[config.mk]
export PLATFORM = sky130hd
export DESIGN_NAME = cnn_layer_seq
export DESIGN_NICKNAME = d
export VERILOG_FILES = /design/src/rtl/cnn_pkg.sv /design/src/rtl/cnn_bus_mux.sv /design/src/rtl/cnn_layer_seq.sv
export SDC_FILE = /design/constraint.sdc
export NUM_CORES = 1
export LEC_CHECK = 0
export CAP_MARGIN = 25
export CORE_MARGIN = 4
export CORE_UTILIZATION = 30
export CTS_CLUSTER_DIAMETER = 30
export DETAILED_ROUTE_END_ITERATION = 6
export PLACE_DENSITY = 0.77
export SLEW_MARGIN = 20
export SYNTH_ARGS = -nofsm -noshare
export SYNTH_HDL_FRONTEND = slang
export SYNTH_SLANG_ARGS = --single-unit
[constraint.sdc]
create_clock -name clk -period 5.55 [get_ports clk]
set_input_delay 0.555 -clock clk [delete_from_list [all_inputs] [get_ports clk]]
set_output_delay 0.555 -clock clk [all_outputs]
set_load 0.02 [all_outputs]
[src/rtl/cnn_pkg.sv]
// Shared types and constants for the CNN accelerator layer sequencer.
package cnn_pkg;

    localparam int unsigned ADDR_W = 12;
    localparam int unsigned DATA_W = 20;
    localparam int unsigned SEL_W  = 3;

    // Sequencer states
    typedef enum logic [2:0] {
        ST_IDLE     = 3'd0,
        ST_START_L0 = 3'd1,
        ST_RUN_L0   = 3'd2,
        ST_START_L1 = 3'd3,
        ST_RUN_L1   = 3'd4,
        ST_DONE     = 3'd5,
        ST_ERR      = 3'd6
    } state_e;

    // Which layer currently owns the shared memory bus
    typedef enum logic [1:0] {
        BUS_NONE = 2'd0,
        BUS_L0   = 2'd1,
        BUS_L1   = 2'd2
    } bus_sel_e;

    // Host-visible phase codes
    localparam logic [1:0] PHASE_IDLE = 2'd0;
    localparam logic [1:0] PHASE_L0   = 2'd1;
    localparam logic [1:0] PHASE_L1   = 2'd2;
    localparam logic [1:0] PHASE_END  = 2'd3;

    // Memory-select codes used by the layers
    localparam logic [SEL_W-1:0] CSEL_NONE = 3'd0;
    localparam logic [SEL_W-1:0] CSEL_L0   = 3'd1;
    localparam logic [SEL_W-1:0] CSEL_L1   = 3'd3;

endpackage

[src/rtl/cnn_bus_mux.sv]
// Combinational 2:1 memory-bus selector; drives an all-zero idle bus when
// neither layer owns it.
module cnn_bus_mux
    import cnn_pkg::*;
#(
    parameter int unsigned ADDR_W = cnn_pkg::ADDR_W,
    parameter int unsigned DATA_W = cnn_pkg::DATA_W,
    parameter int unsigned SEL_W  = cnn_pkg::SEL_W
) (
    input  bus_sel_e          sel_i,
    input  logic              l0_cwr_i,
    input  logic              l0_crd_i,
    input  logic [ADDR_W-1:0] l0_caddr_wr_i,
    input  logic [ADDR_W-1:0] l0_caddr_rd_i,
    input  logic [DATA_W-1:0] l0_cdata_wr_i,
    input  logic [SEL_W-1:0]  l0_csel_i,
    input  logic              l1_cwr_i,
    input  logic              l1_crd_i,
    input  logic [ADDR_W-1:0] l1_caddr_wr_i,
    input  logic [ADDR_W-1:0] l1_caddr_rd_i,
    input  logic [DATA_W-1:0] l1_cdata_wr_i,
    input  logic [SEL_W-1:0]  l1_csel_i,
    output logic              cwr_o,
    output logic              crd_o,
    output logic [ADDR_W-1:0] caddr_wr_o,
    output logic [ADDR_W-1:0] caddr_rd_o,
    output logic [DATA_W-1:0] cdata_wr_o,
    output logic [SEL_W-1:0]  csel_o
);

    // Forward the owning layer's bus, otherwise hold everything at zero
    always_comb begin
        cwr_o      = 1'b0;
        crd_o      = 1'b0;
        caddr_wr_o = '0;
        caddr_rd_o = '0;
        cdata_wr_o = '0;
        csel_o     = '0;
        case (sel_i)
            BUS_L0: begin
                cwr_o      = l0_cwr_i;
                crd_o      = l0_crd_i;
                caddr_wr_o = l0_caddr_wr_i;
                caddr_rd_o = l0_caddr_rd_i;
                cdata_wr_o = l0_cdata_wr_i;
                csel_o     = l0_csel_i;
            end
            BUS_L1: begin
                cwr_o      = l1_cwr_i;
                crd_o      = l1_crd_i;
                caddr_wr_o = l1_caddr_wr_i;
                caddr_rd_o = l1_caddr_rd_i;
                cdata_wr_o = l1_cdata_wr_i;
                csel_o     = l1_csel_i;
            end
            default: ;
        endcase
    end

endmodule

[src/rtl/cnn_layer_seq.sv]
// Top-level CNN layer sequencer: runs conv layer 0 then pool layer 1 on a
// host request, owns the shared memory bus and watches each layer for hangs.
module cnn_layer_seq
    import cnn_pkg::*;
#(
    parameter int unsigned ADDR_W         = cnn_pkg::ADDR_W,
    parameter int unsigned DATA_W         = cnn_pkg::DATA_W,
    parameter int unsigned SEL_W          = cnn_pkg::SEL_W,
    parameter int unsigned TIMEOUT_CYCLES = 65535
) (
    input  logic              clk,
    input  logic              reset,
    input  logic              ready,
    output logic              busy,
    output logic              error,
    output logic [1:0]        phase,
    output logic              l0_start,
    output logic              l1_start,
    input  logic              l0_finished,
    input  logic              l1_finished,
    input  logic              l0_cwr,
    input  logic              l0_crd,
    input  logic [ADDR_W-1:0] l0_caddr_wr,
    input  logic [ADDR_W-1:0] l0_caddr_rd,
    input  logic [DATA_W-1:0] l0_cdata_wr,
    input  logic [SEL_W-1:0]  l0_csel,
    input  logic              l1_cwr,
    input  logic              l1_crd,
    input  logic [ADDR_W-1:0] l1_caddr_wr,
    input  logic [ADDR_W-1:0] l1_caddr_rd,
    input  logic [DATA_W-1:0] l1_cdata_wr,
    input  logic [SEL_W-1:0]  l1_csel,
    output logic              cwr,
    output logic              crd,
    output logic [ADDR_W-1:0] caddr_wr,
    output logic [ADDR_W-1:0] caddr_rd,
    output logic [DATA_W-1:0] cdata_wr,
    output logic [SEL_W-1:0]  csel
);

    localparam int unsigned     WD_W    = $clog2(TIMEOUT_CYCLES + 1);
    localparam logic [WD_W-1:0] WD_LAST = WD_W'(TIMEOUT_CYCLES - 1);

    state_e          state_q, state_d;
    logic [WD_W-1:0] wd_q, wd_d;
    bus_sel_e        bus_sel;

    // State and watchdog registers
    always_ff @(posedge clk or posedge reset) begin
        if (reset) begin
            state_q <= ST_IDLE;
            wd_q    <= '0;
        end else begin
            state_q <= state_d;
            wd_q    <= wd_d;
        end
    end

    // Next state, watchdog update and state-decoded outputs
    always_comb begin
        state_d  = state_q;
        wd_d     = wd_q;
        busy     = 1'b0;
        error    = 1'b0;
        phase    = PHASE_IDLE;
        l0_start = 1'b0;
        l1_start = 1'b0;
        bus_sel  = BUS_NONE;
        case (state_q)
            ST_IDLE: begin
                if (ready) state_d = ST_START_L0;
            end
            ST_START_L0: begin
                busy     = 1'b1;
                phase    = PHASE_L0;
                l0_start = 1'b1;
                bus_sel  = BUS_L0;
                wd_d     = '0;
                state_d  = ST_RUN_L0;
            end
            ST_RUN_L0: begin
                busy    = 1'b1;
                phase   = PHASE_L0;
                bus_sel = BUS_L0;
                // completion has priority over an expiring watchdog
                if (l0_finished)         state_d = ST_START_L1;
                else if (wd_q == WD_LAST) state_d = ST_ERR;
                else                      wd_d    = wd_q + WD_W'(1);
            end
            ST_START_L1: begin
                busy     = 1'b1;
                phase    = PHASE_L1;
                l1_start = 1'b1;
                bus_sel  = BUS_L1;
                wd_d     = '0;
                state_d  = ST_RUN_L1;
            end
            ST_RUN_L1: begin
                busy    = 1'b1;
                phase   = PHASE_L1;
                bus_sel = BUS_L1;
                if (l1_finished)         state_d = ST_DONE;
                else if (wd_q == WD_LAST) state_d = ST_ERR;
                else                      wd_d    = wd_q + WD_W'(1);
            end
            ST_DONE: begin
                phase   = PHASE_END;
                state_d = ST_IDLE;
            end
            ST_ERR: begin
                phase = PHASE_END;
                error = 1'b1;
            end
            default: state_d = ST_IDLE;
        endcase
    end

    cnn_bus_mux #(
        .ADDR_W (ADDR_W),
        .DATA_W (DATA_W),
        .SEL_W  (SEL_W)
    ) u_bus_mux (
        .sel_i         (bus_sel),
        .l0_cwr_i      (l0_cwr),
        .l0_crd_i      (l0_crd),
        .l0_caddr_wr_i (l0_caddr_wr),
        .l0_caddr_rd_i (l0_caddr_rd),
        .l0_cdata_wr_i (l0_cdata_wr),
        .l0_csel_i     (l0_csel),
        .l1_cwr_i      (l1_cwr),
        .l1_crd_i      (l1_crd),
        .l1_caddr_wr_i (l1_caddr_wr),
        .l1_caddr_rd_i (l1_caddr_rd),
        .l1_cdata_wr_i (l1_cdata_wr),
        .l1_csel_i     (l1_csel),
        .cwr_o         (cwr),
        .crd_o         (crd),
        .caddr_wr_o    (caddr_wr),
        .caddr_rd_o    (caddr_rd),
        .cdata_wr_o    (cdata_wr),
        .csel_o        (csel)
    );

endmodule

# [Word-level counts from Yosys, hierarchy flattened]
# Index checks and enable logic that the tools add are counted.
[op_classes] addsub=1 n_eq_ne=12 muxes=21 bitwise_logic=1 reduce_logical=9
[op_table] op="16-bit two-way mux" n=3
[op_table] op="12-bit one-hot mux with 2 select lines" n=2
[op_table] op="16-bit one-hot mux with 3 select lines" n=1
[op_table] op="20-bit one-hot mux with 2 select lines" n=1
[op_table] op="3-bit one-hot mux with 6 select lines" n=1
[op_table] op="16-bit by 1-bit adder with 16-bit output, second input constant" n=1
[op_table] op="16-bit equality test, second input constant" n=1
[op_table] op="3-bit two-way mux" n=4
[op_table] op="3-bit equality test, second input constant" n=3
[op_table] op="2-bit OR reduction" n=4
[op_table] op="3-bit by 2-bit equality test with 1-bit output, second input constant" n=2
[op_table] op="2-bit inequality test, second input constant" n=3
[op_table] op="2-bit one-hot mux with 3 select lines" n=1
[op_table] op="3-bit one-hot mux with 2 select lines" n=1
[op_table] op="1-bit two-way mux" n=4
[op_table] op="1-bit one-hot mux with 2 select lines" n=2
[op_table] op="2-bit one-hot mux with 2 select lines" n=1
[op_table] op="4-bit OR reduction" n=1
[op_table] op="3-bit by 1-bit equality test with 1-bit output, second input constant" n=1
[op_table] op="3-bit logical NOT" n=1
[op_table] op="3-bit AND reduction" n=1
[op_table] op="3-bit nonzero test" n=1
[op_table] op="2-bit by 1-bit equality test with 1-bit output, second input constant" n=1
[op_table] op="2-bit equality test, second input constant" n=1
[op_table] op="2 further kinds" n=2
[word_totals] reg_bits=19 in_bits=103 output_inout_bits=55 word_cells=46

# [Depth between registers and ports, before layout]
[logic_depth] depth_word=5 depth_mapped=10 ltp_nobuf=8

# [Modules after synthesis]
# A second synthesis with hierarchy kept.
[unflattened] cells_unflattened=245 hier_area_um2=1858.0
[modules_own_cells] mod="cnn_layer_seq" n_inst=1 cells_per_inst=128 area_each_um2=1188.6 seq_area_each_um2=475.5
[modules_own_cells] mod="cnn_bus_mux" n_inst=1 cells_per_inst=117 area_each_um2=669.4 seq_area_each_um2=0.0

# [Least setup slack after synthesis]
# No wires, ideal clock.
[synth_path] path_type="register to output" startpoint="reg state_q[0]" endpoint="out caddr_rd[10]" t_arrival_ps=2507 t_required_ps=4995 slack_ps=2488 stages_incl_launch_ff=11 n_path_buf=3 cell_sequence="dfrtp_1 clkbuf_1 nand2b_1 nor2_1 a21oi_1 inv_1 ha_1 clkbuf_1 clkbuf_1 a22oi_1 nor2_1"
[synth_between] elab_chain_len=5 word_cells_on_any_way=10 cone_classes="eq/ne (6); mux (2); reduce/logical (2)"
[synth_lines] element="start, declared" line="cnn_layer_seq.sv:44" rtl="state_e state_q, state_d;"
[synth_lines] element="start signal, assigned" line="cnn_layer_seq.sv:54" rtl="state_q <= state_d;"
[synth_lines] element="3-bit equality test, or another cell as far along" line="cnn_layer_seq.sv:69" rtl="case (state_q)"
[synth_lines] element="2-bit OR reduction (no line)"
[synth_lines] element="2-bit one-hot mux with 2 select lines *" line="cnn_layer_seq.sv:69"
[synth_lines] element="2-bit equality test or 2-bit by 1-bit equality test with 1-bit output (tied branches)" line="cnn_bus_mux.sv:39" rtl="case (sel_i)"
[synth_lines] element="12-bit one-hot mux with 2 select lines *" line="cnn_bus_mux.sv:39"
[synth_lines] element="end, declared" line="cnn_layer_seq.sv:36" rtl="output logic [ADDR_W-1:0] caddr_rd,"
# Mark *: on every way between the ends. The rest lies on a longest branch, timed or not.

# [Final worst setup path]
[layout_path] startpoint="reg state_q[2]" endpoint="out cdata_wr[11]"
[layout_between] elab_chain_len=5 word_cells_on_any_way=10 cone_classes="eq/ne (6); mux (2); reduce/logical (2)"
[layout_lines] element="3-bit equality test, or another cell as far along" line="cnn_layer_seq.sv:69"
[layout_lines] element="2-bit OR reduction (no line)"
[layout_lines] element="2-bit one-hot mux with 2 select lines *" line="cnn_layer_seq.sv:69"
[layout_lines] element="2-bit equality test or 2-bit by 1-bit equality test with 1-bit output (tied branches)" line="cnn_bus_mux.sv:39"
[layout_lines] element="20-bit one-hot mux with 2 select lines *" line="cnn_bus_mux.sv:39"
[layout_lines] element="end, declared" line="cnn_layer_seq.sv:37" rtl="output logic [DATA_W-1:0] cdata_wr,"
# Marks and branches as above.

==> flow_summary.json <==
{
  "dp_hpwl_um": 6120,
  "status": "finished, final reports clean",
  "reg2reg_slack_ps": 3250,
  "slowest_delay_ps": 620,
  "setup_ws_ps": 2020,
  "ys_async_sr_fraction": 1.00,
  "yosys.area.top_type": "dfrtp_1",
  "pwr-share-clk": 0.294,
  "crit_arrival_ps": 2970,
  "first_global_vias": 2490,
  "finalCoreUtilization": 0.591,
  "dp_slack_ps": 2310,
  "max_freq_mhz": 283,
  "final_nets": 509,
  "drt_iter0_markers": 142,
  "placed_cell_area_um2": 3430,
  "grt_usage": 0.199,
  "synth.distinct_cells": 36,
  "fin_setup_tns_ps": 0,
  "place_inst": 471,
  "timing_worst_setup_path_type": "flop to output port",
  "synth.yosys.warnings": 0,
  "synth_top_family_by_area": "compound AO/OA/AOI/OAI gates",
  "coreArea_um2": 5890,
  "synth_edf_count": 0,
  "fp-row-count": 28,
  "synth.area.top_cells": "dfrtp_1 (26%), a22oi_1 (21%), nor2_1 (13%), a21oi_1 (3.6%), o21ai_0 (3.6%)",
  "crit_family": "buffers and inverters",
  "setup_viol": 0,
  "crit_path_max_fanout": 49,
  "design_area_um2": 3480,
  "cp-start-kind": "flop",
  "max_slew.worst_pin.slew_ps": 986,
  "dieArea_um2": 7350,
  "drc": 0,
  "numPortBuffers": 157,
  "hp-class": "flop to flop",
  "worstHoldStart": "wd_q[7]",
  "num_vias": 2484,
  "stdcell_count": 476,
  "synth-xor-area-share": 0.0290,
  "routed.top_layer": "met4",
  "comb_power_share": 0.261,
  "leakagePower_nw": 1.13,
  "grt_max_degree": 50,
  "synth_seq_cells": 19,
  "drv_slew": 0,
  "grt.overflow.total": 0,
  "synthSimpleGateAreaFrac": 0.253,
  "dr.pass1.iters": 5,
  "die-width_um": 85.7,
  "vdd_drop_max_mv": 0.0632,
  "cts_num_sinks": 19,
  "vias_per_cell": 5.22,
  "synth.most_common_cell": "nor2_1",
  "synth_common_cells": "nor2_1 (63), a22oi_1 (50), dfrtp_1 (19)",
  "ios": 158,
  "netlist_area_um2": 1810,
  "slew_headroom": 0.337,
  "cts_tree": "yes",
  "synth_cells": 255,
  "p_sw_frac": 0.216,
  "cts_max_path_buffers": 2,
  "antenna_found_initial": 0,
  "rsz0062_at_grt": "no",
  "drive_above_1_share": 0.0250,
  "wl_met2_um": 3890,
  "clkTransAtPathRegs_ps": 70,
  "synth_top_area_share": 0.262,
  "synthMuxAreaShare": 0.00552,
  "crit_chain": "nand2b_1 -> nor2_1 -> a21oi_1 -> ha_1 -> buf_4 -> a22oi_1 -> nor2_1 -> clkdlybuf4s50_1",
  "ant_nets": 0,
  "drt-total-wl_um": 7650,
  "syn_avg_cell_area_um2": 7.10,
  "root_buffer": "clkbuf_8",
  "wl_met1_um": 2850,
  "finalHoldViolations": 0,
  "min_period_over_period": 0.636,
  "worstReg2RegStart": "wd_q[0]",
  "place.gp.congestion": 0.814,
  "areaGrowthSynthToFinish_pct": 91.9,
  "die_height_um": 85.7,
  "hold_path_end": "wd_q[7]",
  "synth_seq_area_share": 0.262,
  "p_switching_mw": 0.0714,
  "ctsResizeCount": 0,
  "htree_levels": 1,
  "required_ps": 4990,
  "hold_buffers": 0,
  "power.density_nw_per_um2": 95.0,
  "cts_setup_buffers": 0,
  "initial_core_util": 0.308,
  "syn_nets": 363,
  "grt_pass1_wl_um": 11900,
  "whs_path_depth": 2,
  "clock_latency_ps": 250,
  "synth_fa_ha_area_frac": 0.0345,
  "numCtsBuffers": 3,
  "p_int_mw": 0.259,
  "crit_buf_inv": 2,
  "reg2reg_depth": 7,
  "ys.flop_type": "dfrtp_1",
  "pwr-share-seq": 0.445,
  "post_drt_wl_per_cell_um": 16.1,
  "end_kind": "output port",
  "fin_skew_ps": 2.68,
  "worst_path_max_delay_cell": "clkdlybuf4s50_1",
  "dr_wl_met3_um": 750,
  "worst_path_most_repeated_cell": "nor2_1",
  "fin_crit_ps": 3530,
  "synth_compound_area_frac": 0.349,
  "r2r_end": "wd_q[1]",
  "maxCapViolCount": 0
}
worst reg2reg max path, cell delays in order, from the launching register on:
cell	delay, ps
dfrtp_1	400
inv_1	110
ha_1	160
nand3_1	120
nor4_1	830
a21o_1	310
nand2b_1	170
o22ai_1	90
state kept, by name, summed over array words and instances, names as in the netlist:
register and cells:
wd_q 16, state_q 3
layout by cell type, fill, tap and decap left out, types with 4 or more instances in the layout:
master / netlist / routed
or3_1: 8 / 8
a22oi_1: 50 / 50
xnor2_1: 4 / 4
inv_1: 13 / 13
ha_1: 5 / 5
nand3_1: 4 / 4
clkdlybuf4s50_1: 0 / 157
o21ai_0: 13 / 13
nor2_1: 63 / 63
a21oi_1: 13 / 13
dfrtp_1: 19 / 19
nand4_1: 4 / 4
or4_1: 4 / 4
nand2_1: 7 / 7
metrics by stage:
| step | hold WS [ps] | power, mW |
|---|---|---|
| after detailed placement | 542 | 0.235 |
| after floorplan | 506 | 0.159 |
| after global placement | 537 | 0.235 |
| final | 572 | 0.330 |
| after global routing | 577 | 0.345 |
| after CTS | 567 | 0.332 |
worst max path at each step:
stage | end | start | slack [ps] | cells after the start
after floorplan | caddr_rd[10] | state_q[0] | 2490 | 10
final | cdata_wr[11] | state_q[2] | 2020 | 8
after global routing | caddr_wr[1] | state_q[2] | 1750 | 8
after detailed placement | cdata_wr[11] | state_q[2] | 2310 | 8
after global placement | cdata_wr[0] | state_q[2] | 2400 | 8
after CTS | cdata_wr[11] | state_q[2] | 2040 | 8
area by class of cell:
class	instances	area, um^2
Multi-Input combinational cell	204	1220
Timing Repair Buffer	160	1590
Fill cell	538	2410
Clock inverter	1	5.00
Clock buffer	3	41.3
Antenna cell	1	2.50
Sequential cell	19	475
Inverter	13	48.8
Tap cell	75	93.8
cells by family after synthesis:
group / count (synthesis)
and+or+nand+nor: 101
AOI/OAI and AO/OA: 91
buffers and inverters: 32
DFF: 19
xor gates and xnor gates: 6
adders and majority gates: 5
muxes: 1
power by group through the flow:
stage | Clock (mW) | Sequential, mW | Combinational, mW
after floorplan | 0 | 0.148 | 0.0103
after global routing | 0.106 | 0.147 | 0.0924
after CTS | 0.0984 | 0.147 | 0.0865
after global placement | 0 | 0.149 | 0.0852
final | 0.0972 | 0.147 | 0.0862
after detailed placement | 0 | 0.150 | 0.0859
metal layers:
layer	up-vias	global-route usage
met5	-	0
met4	0	0.0647
met3	14	0.0711
met2	127	0.343
met1	1125	0.228
li1	1218	-
Note: power is estimated with default switching activity, not from simulation.
